$ cat config.mk
export PLATFORM = sky130hd
export DESIGN_NAME = palette_encoder
export DESIGN_NICKNAME = d
export VERILOG_FILES = /design/src/rtl/palette_encoder.sv
export SDC_FILE = /design/constraint.sdc
export NUM_CORES = 1
export LEC_CHECK = 0
export ABC_AREA = 0
export CELL_PAD_IN_SITES_DETAIL_PLACEMENT = 1
export CELL_PAD_IN_SITES_GLOBAL_PLACEMENT = 2
export CORE_MARGIN = 4
export CORE_UTILIZATION = 43
export CTS_BUF_LIST = sky130_fd_sc_hd__clkbuf_4
export CTS_CLUSTER_DIAMETER = 40
export DETAILED_ROUTE_END_ITERATION = 10
export PLACE_DENSITY_LB_ADDON = 0.1
export SYNTH_ARGS = -nofsm -noshare
export SYNTH_HDL_FRONTEND = slang
export SYNTH_SLANG_ARGS = --single-unit
$ cat constraint.sdc
create_clock -name clk -period 21 [get_ports clk]
set_clock_uncertainty 0.05 [all_clocks]
set_input_delay 2.1 -clock clk [delete_from_list [all_inputs] [get_ports clk]]
set_output_delay 2.1 -clock clk [all_outputs]
set_load 0.01 [all_outputs]
$ cat src/rtl/palette_encoder.sv
// rtl/palette_encoder.sv - streaming RGB-to-palette quantizer with wrapping sprite address
//
// Two-stage pipeline: stage 1 registers the Manhattan distance from the pixel
// to each of the seven palette entries; stage 2 picks the nearest entry
// (lowest index on a tie) and presents it with a sprite-memory address.
//
// Ports:
//   clk        system clock, rising edge
//   rst        synchronous active-high reset
//   in_valid   in_rgb holds a pixel
//   in_ready   block can accept a pixel this cycle
//   in_rgb     pixel {R[23:16], G[15:8], B[7:0]}
//   out_valid  output fields valid
//   out_ready  downstream accepts the output this cycle
//   out_index  nearest palette index (0..6)
//   out_addr   sprite-memory write address, wraps after PIXELS-1
//   out_exact  pixel equals a palette entry
//   out_last   high with the pixel at address PIXELS-1
module palette_encoder #(
  parameter int PIXELS = 1024,
  parameter int ADDR_W = 10
) (
  input  logic              clk,
  input  logic              rst,
  input  logic              in_valid,
  output logic              in_ready,
  input  logic [23:0]       in_rgb,
  output logic              out_valid,
  input  logic              out_ready,
  output logic [2:0]        out_index,
  output logic [ADDR_W-1:0] out_addr,
  output logic              out_exact,
  output logic              out_last
);

  function automatic logic [23:0] pal_color(input int idx);
    case (idx)
      0:       pal_color = 24'hAAAAAA;
      1:       pal_color = 24'h000000;
      2:       pal_color = 24'h00FFFF;
      3:       pal_color = 24'hFFE4B5;
      4:       pal_color = 24'hD2B48C;
      5:       pal_color = 24'h00FF00;
      default: pal_color = 24'hFFFFFF;
    endcase
  endfunction

  function automatic logic [7:0] abs_diff(input logic [7:0] a, input logic [7:0] b);
    abs_diff = (a > b) ? (a - b) : (b - a);
  endfunction

  function automatic logic [9:0] rgb_dist(input logic [23:0] a, input logic [23:0] b);
    rgb_dist = {2'b00, abs_diff(a[23:16], b[23:16])}
             + {2'b00, abs_diff(a[15:8],  b[15:8])}
             + {2'b00, abs_diff(a[7:0],   b[7:0])};
  endfunction

  logic       adv;
  logic       s1_valid;
  logic [9:0] dist_q [7];
  logic [2:0] best_idx;
  logic [9:0] best_d;

  // Both stages move together; a stalled output freezes the whole pipe.
  assign adv      = !out_valid || out_ready;
  assign in_ready = adv;

  always_ff @(posedge clk) begin
    if (rst) begin
      s1_valid <= 1'b0;
    end else if (adv) begin
      s1_valid <= in_valid;
      if (in_valid) begin
        for (int i = 0; i < 7; i++) begin
          dist_q[i] <= rgb_dist(in_rgb, pal_color(i));
        end
      end
    end
  end

  // Strict less-than while scanning upward keeps the lowest index on ties.
  always_comb begin
    best_idx = 3'd0;
    best_d   = dist_q[0];
    for (int i = 1; i < 7; i++) begin
      if (dist_q[i] < best_d) begin
        best_idx = 3'(i);
        best_d   = dist_q[i];
      end
    end
  end

  always_ff @(posedge clk) begin
    if (rst) begin
      out_valid <= 1'b0;
      out_index <= 3'd0;
      out_exact <= 1'b0;
    end else if (adv) begin
      out_valid <= s1_valid;
      if (s1_valid) begin
        out_index <= best_idx;
        out_exact <= (best_d == 10'd0);
      end
    end
  end

  // Address counts retired outputs, so it stays put while a result is stalled.
  always_ff @(posedge clk) begin
    if (rst) begin
      out_addr <= '0;
    end else if (out_valid && out_ready) begin
      if (out_addr == ADDR_W'(PIXELS - 1)) begin
        out_addr <= '0;
      end else begin
        out_addr <= out_addr + 1'b1;
      end
    end
  end

  assign out_last = out_valid && (out_addr == ADDR_W'(PIXELS - 1));

endmodule

# Word level (Yosys, flattened, before mapping)

Memory sizes are Yosys's and may differ from the RTL's.
Index checks and enable logic that the tools add are counted.

Reduce and logical (&&, ||, !) cells: 6
Mux-type cells: 59
$lt $le $gt $ge: 27
Equal/unequal tests: 1
$add $sub $neg: 57

Operator list:

| operator              | number |
|---|---|
| $mux 24               | 21 |
| $sub 8x8->8           | 42 |
| $gt 8x8->1            | 21 |
| $mux 8                | 21 |
| $add 9x8->10          | 7 |
| $mux 10               | 7 |
| $add 8x8->9           | 7 |
| $lt 10x10->1          | 6 |
| $mux 3                | 5 |
| $add 10x1->10 const B | 1 |
| $eq 10x10->1 const B  | 1 |
| $logic_not 10->1      | 1 |
| $mux 1                | 5 |
| $logic_and 1x1->1     | 2 |
| $reduce_and 2->1      | 1 |
| $logic_not 1->1       | 1 |
| $logic_or 1x1->1      | 1 |

Memory bits (writable): 70
Register bits after elaboration: 16
Memories kept: 1
Output and inout bits: 17
Logic and storage cells: 156

Memory list:

| name   | depth | bits a word | read ports | clocked after memory_dff | write ports | line | text |
|---|---|---|---|---|---|---|---|
| dist_q | 7     | 10          | 7          | 0                        | 7           | 60   | `logic [9:0] dist_q [7];` |

# Depth between registers and ports, before layout

Gate-level depths: netlist (run 1).
An unclocked memory read counts as a cell.

Depth in word-level cells: 14
Gate-level depth with buffers: 67
Mapped depth without buffers: 60

# Worst setup path before layout (run 1)

OpenSTA, ideal clock, no wires.

Path kind: reg-to-reg
From: mem dist_q[1][4]
To: reg out_index[2]
Clock period less this slack: 11.674 ns
Arrival time: 11.538 ns
Slack: 9.326 ns
Stages on the path, launching flop included: 64
Buffers on the path: 7
Library setup time: 0.086 ns
Data required time: 20.864 ns
Cell sequence: edfxtp_1 -> ha_1 -> a41o_1 -> a211oi_2 -> o21ai_2 -> clkbuf_1 -> mux2i_1 -> ha_1 -> and4_1 -> nand2_1 -> or2_2 -> mux2i_2 -> or2_0 -> clkbuf_1 -> clkbuf_1 -> nor2_1 -> a21oi_1 -> inv_1 -> (+28 left out) -> o21a_1 -> a311oi_4 -> buf_2 -> mux2_1 -> ha_1 -> a21oi_1 -> nor2b_1 -> o21ai_0 -> nand2b_1 -> a21oi_1 -> nor2b_1 -> o21ai_0 -> nand2b_1 -> a21oi_1 -> nand2_1 -> o31ai_1 -> nor2_1 -> a211oi_1

RTL lines:

| element              | line | text |
|---|---|---|
| start, declared      | 60   |  |
| end signal, assigned | 101  | `out_index <= best_idx;` |
| end, declared        | 30   | `output logic [2:0] out_index,` |

==> flow_summary.json, run 1 <==
{
  "outcome": "complete, no violations",
  "cts_hold_buffers": 0,
  "worst_slew_pin_slew_ns": 0.914,
  "comb_power_share_pct": 66.4,
  "hold_violations": 0,
  "cts_root_buf": "clkbuf_4",
  "syn_avg_cell_area_um2": 8.91,
  "ctsResizeCount": 0,
  "die-height_um": 161,
  "place_hpwl_um": 25700,
  "drtIter0Drc": 379,
  "drive_gt1_share_pct": 3.62,
  "grt_max_degree": 68,
  "yosys_warnings": 0,
  "die_w_um": 161,
  "postCtsSetupBuffers": 0,
  "p_int_uw": 550,
  "peakVddDrop_mv": 0.0413,
  "grt_first_pass_wirelength_um": 48700,
  "pre_cts_ws_ns": 8.18,
  "core_um2": 22800,
  "p_total_uw": 1050,
  "grt.overflow.total": 0,
  "synthArstFlopShare_pct": 0,
  "synth_cell_types": 67,
  "worst_path_largest_cell_delay_ns": 0.66,
  "slowest_stage": "o21ai_2",
  "critPathMaxFanout": 21,
  "die-area_um2": 26000,
  "rows": 55,
  "ant_nets": 0,
  "yosys_register_bits": 83,
  "cts_buffers": 9,
  "hp-class": "reg2reg",
  "end_kind": "flop",
  "num_vias": 8244,
  "synthesis.area_um2": 10100,
  "seqPwrFrac_pct": 23.7,
  "worstSetupStartpointType": "flop",
  "fin_nets": 1368,
  "synth_area_leader_cell": "edfxtp_1",
  "powerDensity_nw_per_um2": 95.1,
  "rsz0062_at_grt": "false",
  "arrival_ns": 13.24,
  "syn_to_final_growth_pct": 8.85,
  "fmax_mhz": 77.5,
  "antenna_found_initial": 1,
  "ys_seq_area_share_pct": 23.1,
  "p_clk_share_pct": 9.9,
  "port_buffers": 44,
  "cts.sinks": 83,
  "switching_power_uw": 495,
  "dr.pass1.iters": 5,
  "synth_edf_count": 67,
  "finalWorstSetupSlack_ns": 8.09,
  "path_clk_slew_ns": 0.16,
  "place_congestion": 0.949,
  "postSynthCellCount": 1133,
  "drv_cap": 0,
  "yosysMostFrequentCell": "inv_1",
  "crit_required_ns": 21.33,
  "post_drt_wl_per_cell_um": 21.2,
  "drt-total-wl_um": 31200,
  "setup_viol": 0,
  "synth_commonest_cells": "inv_1, ha_1, a21oi_1",
  "start_util_pct": 44.2,
  "swShare_pct": 47.4,
  "p_leak_uw": 0.00470,
  "grt_usage_pct": 24.1,
  "synthFlopType": "edfxtp_1",
  "slew_violations": 0,
  "via_per_inst": 5.59,
  "grt_pass1_vias": 8541,
  "ios": 45,
  "cts_tree": "done",
  "drc": 0,
  "clk_path_buf_depth": 2,
  "fin_crit_sh_pct": 61.5,
  "fin_crit_ns": 12.91,
  "htreeDepth": 3,
  "synth_top_area_share_pct": 19.9,
  "synth_area_leaders": "edfxtp_1, ha_1, fa_1",
  "path_class": "reg2reg",
  "max-slew-margin-rel_pct": 38.8,
  "syn_nets": 1346,
  "clk_latency_ns": 0.45,
  "setup_tns_ns": 0
}
==> cell type report <==
type                    count  area [µm²]
inverters                 135         507
clock inverters             7        83.8
well taps                 313         392
clock buffers               9        67.6
flip-flops and latches     83        2330
fillers                  2727       11900
repair buffers             53         508
multi-input cells         873        7100
diodes                      1        2.50
==> power groups by stage <==
stage	Combinational (µW)	Clock, µW	Sequential, µW
2_1_floorplan	511	0	240
3_3_place_gp	673	0	252
3_5_place_dp	692	0	252
4_1_cts	700	107	249
5_1_grt	790	114	251
6_report	694	103	248
==> layout by cell type, fill, tap and decap left out, types with 15 or more instances in the layout <==
| cell type | count |
|---|---|
| o21ai_0 | 66 |
| inv_1 | 127 |
| dfxtp_1 | 16 |
| nor3_1 | 22 |
| fa_1 | 60 |
| a21o_1 | 22 |
| nor2b_1 | 15 |
| nor2_1 | 67 |
| edfxtp_1 | 67 |
| a21oi_1 | 111 |
| clkdlybuf4s50_1 | 44 |
| nand2_1 | 72 |
| xnor2_1 | 62 |
| xor2_1 | 21 |
| ha_1 | 125 |
| mux2i_1 | 32 |
| o21bai_1 | 21 |
==> path summary, 6_finish.rpt <==
| kind | start | to | slack, ns | depth (start not counted) |
|---|---|---|---|---|
| hold / removal | out_index[0] | out_index[0] | 0.42 | 2 |
| hold reg to reg | out_index[0] | out_index[0] | 0.42 | 2 |
| setup reg to reg | dist_q[0][4] | out_index[2] | 8.09 | 57 |
| setup / recovery | dist_q[0][4] | out_index[2] | 8.09 | 57 |
==> per-layer routing <==
| layer | up-vias | routed length (µm) | GRT usage, % |
|---|---|---|---|
| met3 | 48 | 560 | 2.02 |
| met1 | 4051 | 14300 | 31.3 |
| met5 | - | 0 | 0 |
| met2 | 110 | 15200 | 42.3 |
| met4 | 0 | 1110 | 8.69 |
| li1 | 4035 | - | - |
==> through the flow <==
| step | instance area (µm²) | hold WS (ns) | utilization (%) | std cells |
|---|---|---|---|---|
| after floorplan | 10100 | 0.414 | - | 1133 |
| final | 11000 | 0.418 | 48.1 | 1474 |
| after detailed placement | 10800 | 0.398 | 47.4 | 1457 |
| after global placement | 10800 | 0.397 | 47.4 | 1457 |
| after CTS | 11000 | 0.419 | 48.1 | 1473 |
| after global routing | 11000 | 0.441 | 48.1 | 1474 |
==> cells by family (layout without fill, tap and decap cells) <==
kind of cell,Yosys count,count (layout),synth area share [%]
other,0,1,0
xor gates and xnor gates,83,83,7.20
buffers and inverters,177,204,6.62
muxes,44,44,4.54
and+or+nand+nor,248,248,11.7
DFF,83,83,23.1
AOI/OAI and AO/OA,311,311,19.3
adders and majority gates,187,187,27.6
==> registers in the layout, summed over array words and instances, names as in the netlist <==
name	count
dist_q	67
out_addr	10
out_exact	1
out_index	3
out_valid	1
s1_valid	1
==> critical path: cells and delay by family (launching register included) <==
family,cells,cell delay (ns)
buffers and inverters,4,0.53
AOI/OAI and AO/OA,25,5.96
and+or+nand+nor,18,2.75
DFF,1,0.45
muxes,4,1.33
adders and majority gates,6,1.78
Note: power is estimated with default switching activity, not from simulation.
==> inputs of run 2 (changes only) <==
--- a/config.mk
+++ b/config.mk
@@ -9,7 +9,7 @@
 export CELL_PAD_IN_SITES_DETAIL_PLACEMENT = 1
 export CELL_PAD_IN_SITES_GLOBAL_PLACEMENT = 2
 export CORE_MARGIN = 4
-export CORE_UTILIZATION = 43
+export CORE_UTILIZATION = 40
 export CTS_BUF_LIST = sky130_fd_sc_hd__clkbuf_4
 export CTS_CLUSTER_DIAMETER = 40
 export DETAILED_ROUTE_END_ITERATION = 10
==> constraint.sdc (replaced) <==
create_clock -name clk -period 13.2 [get_ports clk]
set_clock_uncertainty 0.05 [all_clocks]
set_input_delay 1.32 -clock clk [delete_from_list [all_inputs] [get_ports clk]]
set_output_delay 1.32 -clock clk [all_outputs]
set_load 0.01 [all_outputs]
==> flow_summary.json, run 2 (same netlist as run 1, synthesis figures left out) <==
{
  "clk_path_buf_depth": 2,
  "max-slew-margin-rel_pct": 24.7,
  "post_drt_wl_per_cell_um": 20.7,
  "hp-class": "reg2reg",
  "die_w_um": 167,
  "holdCritStartpoint": "out_index[0]",
  "arrival_ns": 12.29,
  "num_vias": 8135,
  "cts_buffers": 9,
  "antenna_found_initial": 1,
  "via_per_inst": 5.46,
  "grt.overflow.total": 0,
  "path_clk_slew_ns": 0.16,
  "end_kind": "flop",
  "worstSetupStartpointType": "flop",
  "swShare_pct": 46.8,
  "rsz0062_at_grt": "false",
  "dr.pass1.iters": 5,
  "comb_power_share_pct": 67.1,
  "r2r-start": "dist_q[1][7]",
  "syn_to_final_growth_pct": 9.67,
  "path_buf_inv": 4,
  "fin_nets": 1373,
  "reg_top3": "dist_q (67), out_addr (10), out_index (3)",
  "p_int_uw": 897,
  "critPathMaxFanout": 21,
  "startpoint": "dist_q[1][7]",
  "grt_max_degree": 68,
  "powerDensity_nw_per_um2": 152,
  "layout_common_cells": "inv_1, ha_1, a21oi_1, nand2_1",
  "ant_nets": 0,
  "p_clk_share_pct": 9.5,
  "cts_hold_buffers": 0,
  "die-height_um": 167,
  "ios": 45,
  "cts_tree": "done",
  "setup_viol": 0,
  "htreeDepth": 3,
  "crit_required_ns": 13.50,
  "clk_latency_ns": 0.43,
  "p_total_uw": 1690,
  "setup_tns_ns": 0,
  "port_buffers": 44,
  "outcome": "complete, no violations",
  "drc": 0,
  "grt_pass1_vias": 8347,
  "layout_commonest_cell": "inv_1",
  "drive_gt1_share_pct": 4.38,
  "crit_family": "compound AO/OA/AOI/OAI gates",
  "fmax_mhz": 83.4,
  "grt_usage_pct": 22.0,
  "switching_power_uw": 788,
  "ff2ff_path_depth": 58,
  "min_to": "out_index[0]",
  "place_congestion": 0.892,
  "r2r_end": "out_index[2]",
  "num-fill-cells": 2881,
  "fin_crit_ns": 11.99,
  "p_leak_uw": 0.00472,
  "peakVddDrop_mv": 0.0832,
  "worst_slew_pin_slew_ns": 1.12,
  "core_um2": 24600,
  "max_flop_register": "dist_q",
  "rows": 57,
  "cts.sinks": 83,
  "slew_violations": 0,
  "largest_reg_flops": 67,
  "cts_root_buf": "clkbuf_4",
  "seqPwrFrac_pct": 23.3,
  "grt_first_pass_wirelength_um": 48300,
  "drtIter0Drc": 449,
  "die-area_um2": 27800,
  "slowest_stage": "edfxtp_1",
  "drv_cap": 0,
  "start_util_pct": 41.0,
  "path_class": "reg2reg",
  "hold_violations": 0,
  "place_hpwl_um": 25600,
  "timing.critical_path.mode_cell": "a21oi_1",
  "r2r_slack_ns": 1.21,
  "hold_depth": 2,
  "fin_crit_sh_pct": 90.8,
  "drt-total-wl_um": 30900,
  "worst_path_largest_cell_delay_ns": 0.47
}
run 2: changes by cell type in the layout (fill, tap and decap cells not counted), sizes merged:
cell	change
buf	+5
run 2: what timing repair did:
item,CTS,global route
setup buffers,0,6
gates resized for setup,0,8
setup endpoints to repair,0,4
run 2: stage by stage:
step / setup WS, ns / std cells / hold slack (ns) / util [%] / cell area [µm²]
final: 1.21 / 1490 / 0.421 / 45.0 / 11100
after global routing: 0.0326 / 1490 / 0.434 / 45.0 / 11100
after CTS: 0.204 / 1483 / 0.428 / 44.7 / 11000
after detailed placement: 0.276 / 1467 / 0.408 / 44.1 / 10800
after global placement: 0.701 / 1467 / 0.401 / 44.1 / 10800
after floorplan: 1.53 / 1133 / 0.414 / - / 10100
run 2: power groups by stage:
stage | Sequential, µW | Combinational [µW] | Clock, µW
floorplan | 382 | 813 | 0
global placement | 400 | 1080 | 0
finish | 393 | 1130 | 161
global route | 398 | 1290 | 178
CTS | 394 | 1110 | 168
detailed placement | 400 | 1100 | 0
run 2: worst reg2reg max path, delay by kind of cell (launching register included):
kind / cells / cell delay, ns
adder cells (fa/ha/maj): 6 / 1.83
flip-flops: 1 / 0.47
multiplexers: 3 / 0.93
buffers and inverters: 4 / 0.62
AND/OR/NAND/NOR: 16 / 2.11
AO/OA/AOI/OAI: 29 / 5.92
run 2: layout make-up:
cell class	instances	area (µm²)	area share (%)
Sequential cell	83	2330	21.1
Antenna cell	1	2.50	0.0226
Timing Repair Buffer	58	546	4.93
Tap cell	324	405	3.66
Clock buffer	9	67.6	0.610
Multi-Input combinational cell	873	7130	64.4
Clock inverter	7	81.3	0.735
Inverter	135	507	4.58
run 2: routing by layer:
layer | vias to the layer above | GRT usage [%] | routed length (µm)
li1 | 4036 | - | -
met1 | 3928 | 29.9 | 14500
met2 | 129 | 37.5 | 14700
met3 | 42 | 1.19 | 656
met4 | 0 | 7.76 | 1070
met5 | - | 0 | 0
run 2: how the worst max path moves through the flow:
stage / cells past startpoint / end / slack (ns)
global placement: 58 / out_index[2] / 0.70
detailed placement: 59 / out_index[2] / 0.28
CTS: 59 / out_index[2] / 0.20
global route: 58 / out_index[2] / 0.03
finish: 58 / out_index[2] / 1.21
floorplan: 63 / out_index[2] / 1.53
